### config.mk
export PLATFORM = sky130hd
export DESIGN_NAME = dr_memreq_tracker
export DESIGN_NICKNAME = d
export VERILOG_FILES = /design/src/rtl/dr_memreq_tracker.sv
export SDC_FILE = /design/constraint.sdc
export NUM_CORES = 2
export LEC_CHECK = 0
export CAP_MARGIN = 20
export CORE_AREA = 2 2 461 463
export CTS_CLUSTER_DIAMETER = 40
export DETAILED_ROUTE_END_ITERATION = 8
export DIE_AREA = 0 0 463 465
export GPL_TIMING_DRIVEN = 0
export SKIP_LAST_GASP = 1
export SYNTH_ARGS = -nofsm -noshare
export SYNTH_HDL_FRONTEND = slang
export SYNTH_SLANG_ARGS = --single-unit
### constraint.sdc
create_clock -name clk -period 3.7 [get_ports clk]
set_input_delay 1.11 -clock clk [delete_from_list [all_inputs] [get_ports clk]]
set_output_delay 1.11 -clock clk [all_outputs]
set_load 0.01 [all_outputs]
### src/rtl/dr_memreq_tracker.sv
// Directory-to-memory request tracker: allocates DRIDs, forwards requests to memory,
// and turns out-of-order memory acks into L2 snacks. Optional macro DR_TRACKER_ERRCHK_EN.
module dr_memreq_tracker #(
  parameter int unsigned NUM_IDS = 64,
  parameter int unsigned ID_BITS = $clog2(NUM_IDS),
  parameter int unsigned PADDR_W = 49,
  parameter int unsigned CMD_W   = 3,
  parameter int unsigned NID_W   = 5,
  parameter int unsigned L2ID_W  = 6,
  parameter int unsigned SNACK_W = 5,
  parameter int unsigned LINE_W  = 512
) (
  input  logic               clk,
  input  logic               reset,
  input  logic               req_valid,
  output logic               req_retry,
  input  logic [PADDR_W-1:0] req_paddr,
  input  logic [CMD_W-1:0]   req_cmd,
  input  logic [NID_W-1:0]   req_nid,
  input  logic [L2ID_W-1:0]  req_l2id,
  output logic               drtomem_req_valid,
  input  logic               drtomem_req_retry,
  output logic [PADDR_W-1:0] drtomem_req_paddr,
  output logic [CMD_W-1:0]   drtomem_req_cmd,
  output logic [ID_BITS-1:0] drtomem_req_drid,
  input  logic               memtodr_ack_valid,
  output logic               memtodr_ack_retry,
  input  logic [ID_BITS-1:0] memtodr_ack_drid,
  input  logic [SNACK_W-1:0] memtodr_ack_ack,
  input  logic [LINE_W-1:0]  memtodr_ack_line,
  output logic               drtol2_snack_valid,
  input  logic               drtol2_snack_retry,
  output logic [NID_W-1:0]   drtol2_snack_nid,
  output logic [L2ID_W-1:0]  drtol2_snack_l2id,
  output logic [ID_BITS-1:0] drtol2_snack_drid,
  output logic [SNACK_W-1:0] drtol2_snack_snack,
  output logic [LINE_W-1:0]  drtol2_snack_line,
  output logic [ID_BITS:0]   outstanding
`ifdef DR_TRACKER_ERRCHK_EN
  ,
  output logic               err_spurious_ack
`endif
);

  logic [NUM_IDS-1:0] r_free;
  logic [NUM_IDS-1:0] w_free_nxt;
  logic [NID_W-1:0]   r_nid_tbl  [NUM_IDS];
  logic [L2ID_W-1:0]  r_l2id_tbl [NUM_IDS];
  logic [ID_BITS-1:0] w_alloc_id;
  logic               w_any_free;
  logic               w_req_fire;
  logic               w_ack_fire;
  logic               w_ack_legal;
  logic               w_rel;

  // Lowest-index free DRID; bit 0 is reserved and never searched.
  always_comb begin
    w_alloc_id = '0;
    w_any_free = 1'b0;
    for (int i = int'(NUM_IDS) - 1; i >= 1; i--) begin
      if (r_free[i]) begin
        w_alloc_id = ID_BITS'(i);
        w_any_free = 1'b1;
      end
    end
  end

  assign req_retry         = !w_any_free || (drtomem_req_valid && drtomem_req_retry);
  assign w_req_fire        = req_valid && !req_retry;
  assign memtodr_ack_retry = drtol2_snack_valid && drtol2_snack_retry;
  assign w_ack_fire        = memtodr_ack_valid && !memtodr_ack_retry;

`ifdef DR_TRACKER_ERRCHK_EN
  assign w_ack_legal = (memtodr_ack_drid != '0) && !r_free[memtodr_ack_drid];
`else
  assign w_ack_legal = 1'b1;
`endif

  assign w_rel             = w_ack_fire && w_ack_legal;
  assign drtol2_snack_drid = '0;

  // A DRID released this cycle only becomes visible to allocation next cycle.
  always_comb begin
    w_free_nxt = r_free;
    if (w_req_fire) w_free_nxt[w_alloc_id] = 1'b0;
    if (w_rel)      w_free_nxt[memtodr_ack_drid] = 1'b1;
    w_free_nxt[0] = 1'b0;
  end

  always_ff @(posedge clk or negedge reset) begin
    if (!reset) begin
      r_free      <= {{(NUM_IDS-1){1'b1}}, 1'b0};
      outstanding <= '0;
    end else begin
      r_free <= w_free_nxt;
      case ({w_req_fire, w_rel})
        2'b10:   outstanding <= outstanding + (ID_BITS+1)'(1);
        2'b01:   outstanding <= outstanding - (ID_BITS+1)'(1);
        default: outstanding <= outstanding;
      endcase
    end
  end

  // Requester table: contents are don't-care after reset.
  always_ff @(posedge clk) begin
    if (w_req_fire) begin
      r_nid_tbl[w_alloc_id]  <= req_nid;
      r_l2id_tbl[w_alloc_id] <= req_l2id;
    end
  end

  // Single-entry request output register with pass-through refill.
  always_ff @(posedge clk or negedge reset) begin
    if (!reset) begin
      drtomem_req_valid <= 1'b0;
      drtomem_req_paddr <= '0;
      drtomem_req_cmd   <= '0;
      drtomem_req_drid  <= '0;
    end else if (w_req_fire) begin
      drtomem_req_valid <= 1'b1;
      drtomem_req_paddr <= req_paddr;
      drtomem_req_cmd   <= req_cmd;
      drtomem_req_drid  <= w_alloc_id;
    end else if (!drtomem_req_retry) begin
      drtomem_req_valid <= 1'b0;
    end
  end

  // Single-entry snack output register.
  always_ff @(posedge clk or negedge reset) begin
    if (!reset) begin
      drtol2_snack_valid <= 1'b0;
      drtol2_snack_nid   <= '0;
      drtol2_snack_l2id  <= '0;
      drtol2_snack_snack <= '0;
      drtol2_snack_line  <= '0;
    end else if (w_rel) begin
      drtol2_snack_valid <= 1'b1;
      drtol2_snack_nid   <= r_nid_tbl[memtodr_ack_drid];
      drtol2_snack_l2id  <= r_l2id_tbl[memtodr_ack_drid];
      drtol2_snack_snack <= memtodr_ack_ack;
      drtol2_snack_line  <= memtodr_ack_line;
    end else if (!drtol2_snack_retry) begin
      drtol2_snack_valid <= 1'b0;
    end
  end

`ifdef DR_TRACKER_ERRCHK_EN
  always_ff @(posedge clk or negedge reset) begin
    if (!reset) begin
      err_spurious_ack <= 1'b0;
    end else if (w_ack_fire && !w_ack_legal) begin
      err_spurious_ack <= 1'b1;
    end
  end
`endif

endmodule

==> out/results.txt <==
DP HPWL -> 243 mm
Final Hold Viols -> 0
area share of the largest cell type after synthesis -> 0.405
Worst Tran Pin Value -> 1120 ps
CP arrival -> 2730 ps
DRC errors left -> 0
Final period util -> 1.04
vias in the first global route -> 42,100
FMAX -> 261 MHz
TNS Setup -> -1150 ps
Design Area, Final -> 78,200 um2
Slew Limit Fails -> 0
Synth Warn # -> 0
clock-pin slew on the worst setup and hold paths -> 60 ps
worst-path maximum fanout -> 3
layout filler cell count -> 20,500
power per cell area -> 614 nW/um2
htree depth -> 4
Relative slew margins -> 0.251
number of synthesized flops with an enable pin -> 704
hold_buf cts -> 0
status -> finished with violations
synth top area cells -> edfxtp_1 41%, dfrtp_1 29%, nand2_1 12%
row count -> 169
global route total overflow -> 0
largest area contributor in the netlist -> edfxtp_1
clk buf depth -> 3
Routability Congestion -> 1.01
first-pass GRT wire length -> 395 mm
Worst R2R End -> r_l2id_tbl[57][4]
FF-to-FF path depth -> 8
max cap viols -> 0
RSZ-0062 raised after global routing -> true
DP Area -> 68,900 um2
Netlist cell types -> 89
die height -> 465 um
# port buffers -> 1,188
most common cell in the netlist -> nand2_1
Vias -> 44,600
violated checks -> negative setup slack
flop2flop setup slack -> -40 ps
total die area -> 215,000 um2
Max rail drop VDD -> 503 uV
leakage -> 30.9 nW
post-synthesis register bit count -> 1,362
Final Skew -> 103 ps
chip width -> 463 um
antenna violations before repair -> 115
register area -> 37,700 um2
Num Clock Sinks -> 1,362
First DRT Iteration DRCs -> 5,797
CTS tree -> yes
pre-CTS WS -> -2580 ps
area of the multi-input gates -> 14,200 um2
asr flop ratio synth -> 0.483
worst r2r src -> r_free[20]
Final setup viols -> 28
Initial Util -> 0.247
synthesized area per cell -> 12.2 um2
part of the Yosys area used for sequential elements -> 0.723
setup ws final -> -137 ps
ANT nets after route -> 0
minimum clock period -> 3840 ps
Core Area -> 211,000 um2
WL per Instance -> 34.1 um
largest net degree at the start of global routing -> 123
mean number of vias per cell -> 5.01
Post-synth top cells -> 1,634 x nand2_1, 704 x edfxtp_1, 595 x dfrtp_1
all-layer global routing usage -> 0.272
Worst-Skew Late Latency -> 910 ps
Hold Crit Class -> primary input to async pin
Post-Syn Area -> 52,100 um2
critical path type -> register to output pin
TritonCTS Buffers -> 227
Total Wirelength -> 304 mm
TritonRoute pass-1 iters -> 6
Main synth FF type -> edfxtp_1
crit path launch type -> register
CTS root buffer -> clkbuf_16
Crit. End Element -> output pin
share of cells above drive strength 1 -> 0.145
Ports -> 1,195
Critical Path RT -> 2590 ps
Cells after Synth -> 4,273
Final nets -> 6,409
Area Overhead vs Synth -> 50.1%
registers in the layout, indices dropped and copies added (netlist names):
name	flops
r_l2id_tbl	384
drtomem_req_paddr	49
drtol2_snack_line	512
drtomem_req_drid	6
drtomem_req_cmd	3
drtol2_snack_valid	1
r_free	63
r_nid_tbl	320
drtomem_req_valid	1
drtol2_snack_snack	5
drtol2_snack_l2id	6
drtol2_snack_nid	5
outstanding	7
report_power, final:
group,switching [W],total (W),internal [W]
logic,0.00482,0.00797,0.00316
registers,0.000875,0.0180,0.0171
clock network,0.00863,0.0221,0.0134
total,0.0143,0.0480,0.0337
what timing repair did:
action / in CTS / in global routing
setup buffers: 26 / 9
pin swaps: 15 / 13
gates resized for setup: 173 / 69
setup endpoints to repair: 918 / 439
cells by family after synthesis:
logic type,Yosys count,synth area share
AND/OR/NAND/NOR,1947,0.152
flip-flops,1362,0.723
AO/OA/AOI/OAI,621,0.0878
buffers and inverters,262,0.0205
multiplexers,67,0.0148
XOR/XNOR,10,0.00168
adder cells (fa/ha/maj),3,0.000720
other,1,0.0000719
metrics by stage:
| step | std cells | power (W) | hold slack (ps) | utilization |
|---|---|---|---|---|
| after floorplan | 4289 | 0.0204 | 462 | - |
| final | 8901 | 0.0480 | 95.9 | 0.371 |
| after global routing | 8879 | 0.0493 | 75.3 | 0.371 |
| after CTS | 8830 | 0.0480 | 51.9 | 0.369 |
| after global placement | 8298 | 0.0257 | 459 | 0.321 |
| after detailed placement | 8374 | 0.0259 | 460 | 0.327 |
worst max-delay path: stages, from the launching register on:
cell and delay [ps]:
dfstp_2 370, or4_4 550, nand4b_1 320, nor2_4 230
nand3_4 130, nand2_4 140, buf_6 140
routing by layer:
metal / routed length, um / track usage
met2: 132000 / 0.409
met4: 17900 / 0.132
met3: 35900 / 0.104
met1: 118000 / 0.343
met5: 196 / 0.000220
worst max path at each step:
stage	from	endpoint	slack, ps	cells after the start
global route	r_free[59]	req_retry	-240	6
detailed placement	memtodr_ack_valid	outstanding[6]	-2580	16
finish	r_free[57]	req_retry	-140	6
floorplan	drtol2_snack_retry	outstanding[6]	20	16
global placement	reset	drtol2_snack_line[165]	-30590	1
CTS	r_free[57]	req_retry	-200	6
final cells by class:
type	count	share of cell area
Antenna cell	62	0.00198
Timing Repair Buffer	1299	0.171
Clock inverter	176	0.0277
Clock buffer	257	0.0756
Inverter	16	0.000864
Tap cell	2821	0.0451
Buffer	243	0.0152
Multi-Input combinational cell	2665	0.181
Sequential cell	1362	0.482
cells in the final DEF, fill, tap and decap left out, types with 52 or more instances in the layout:
master,n
dfrtp_1,595
dfstp_2,63
clkbuf_16,229
a22oi_1,250
edfxtp_1,704
clkdlybuf4s50_1,1173
nor2_1,52
diode_2,62
nand2_1,1630
o21ai_0,72
clkbuf_1,163
mux2_2,61
No activity file was read; power rests on OpenSTA's default activity.
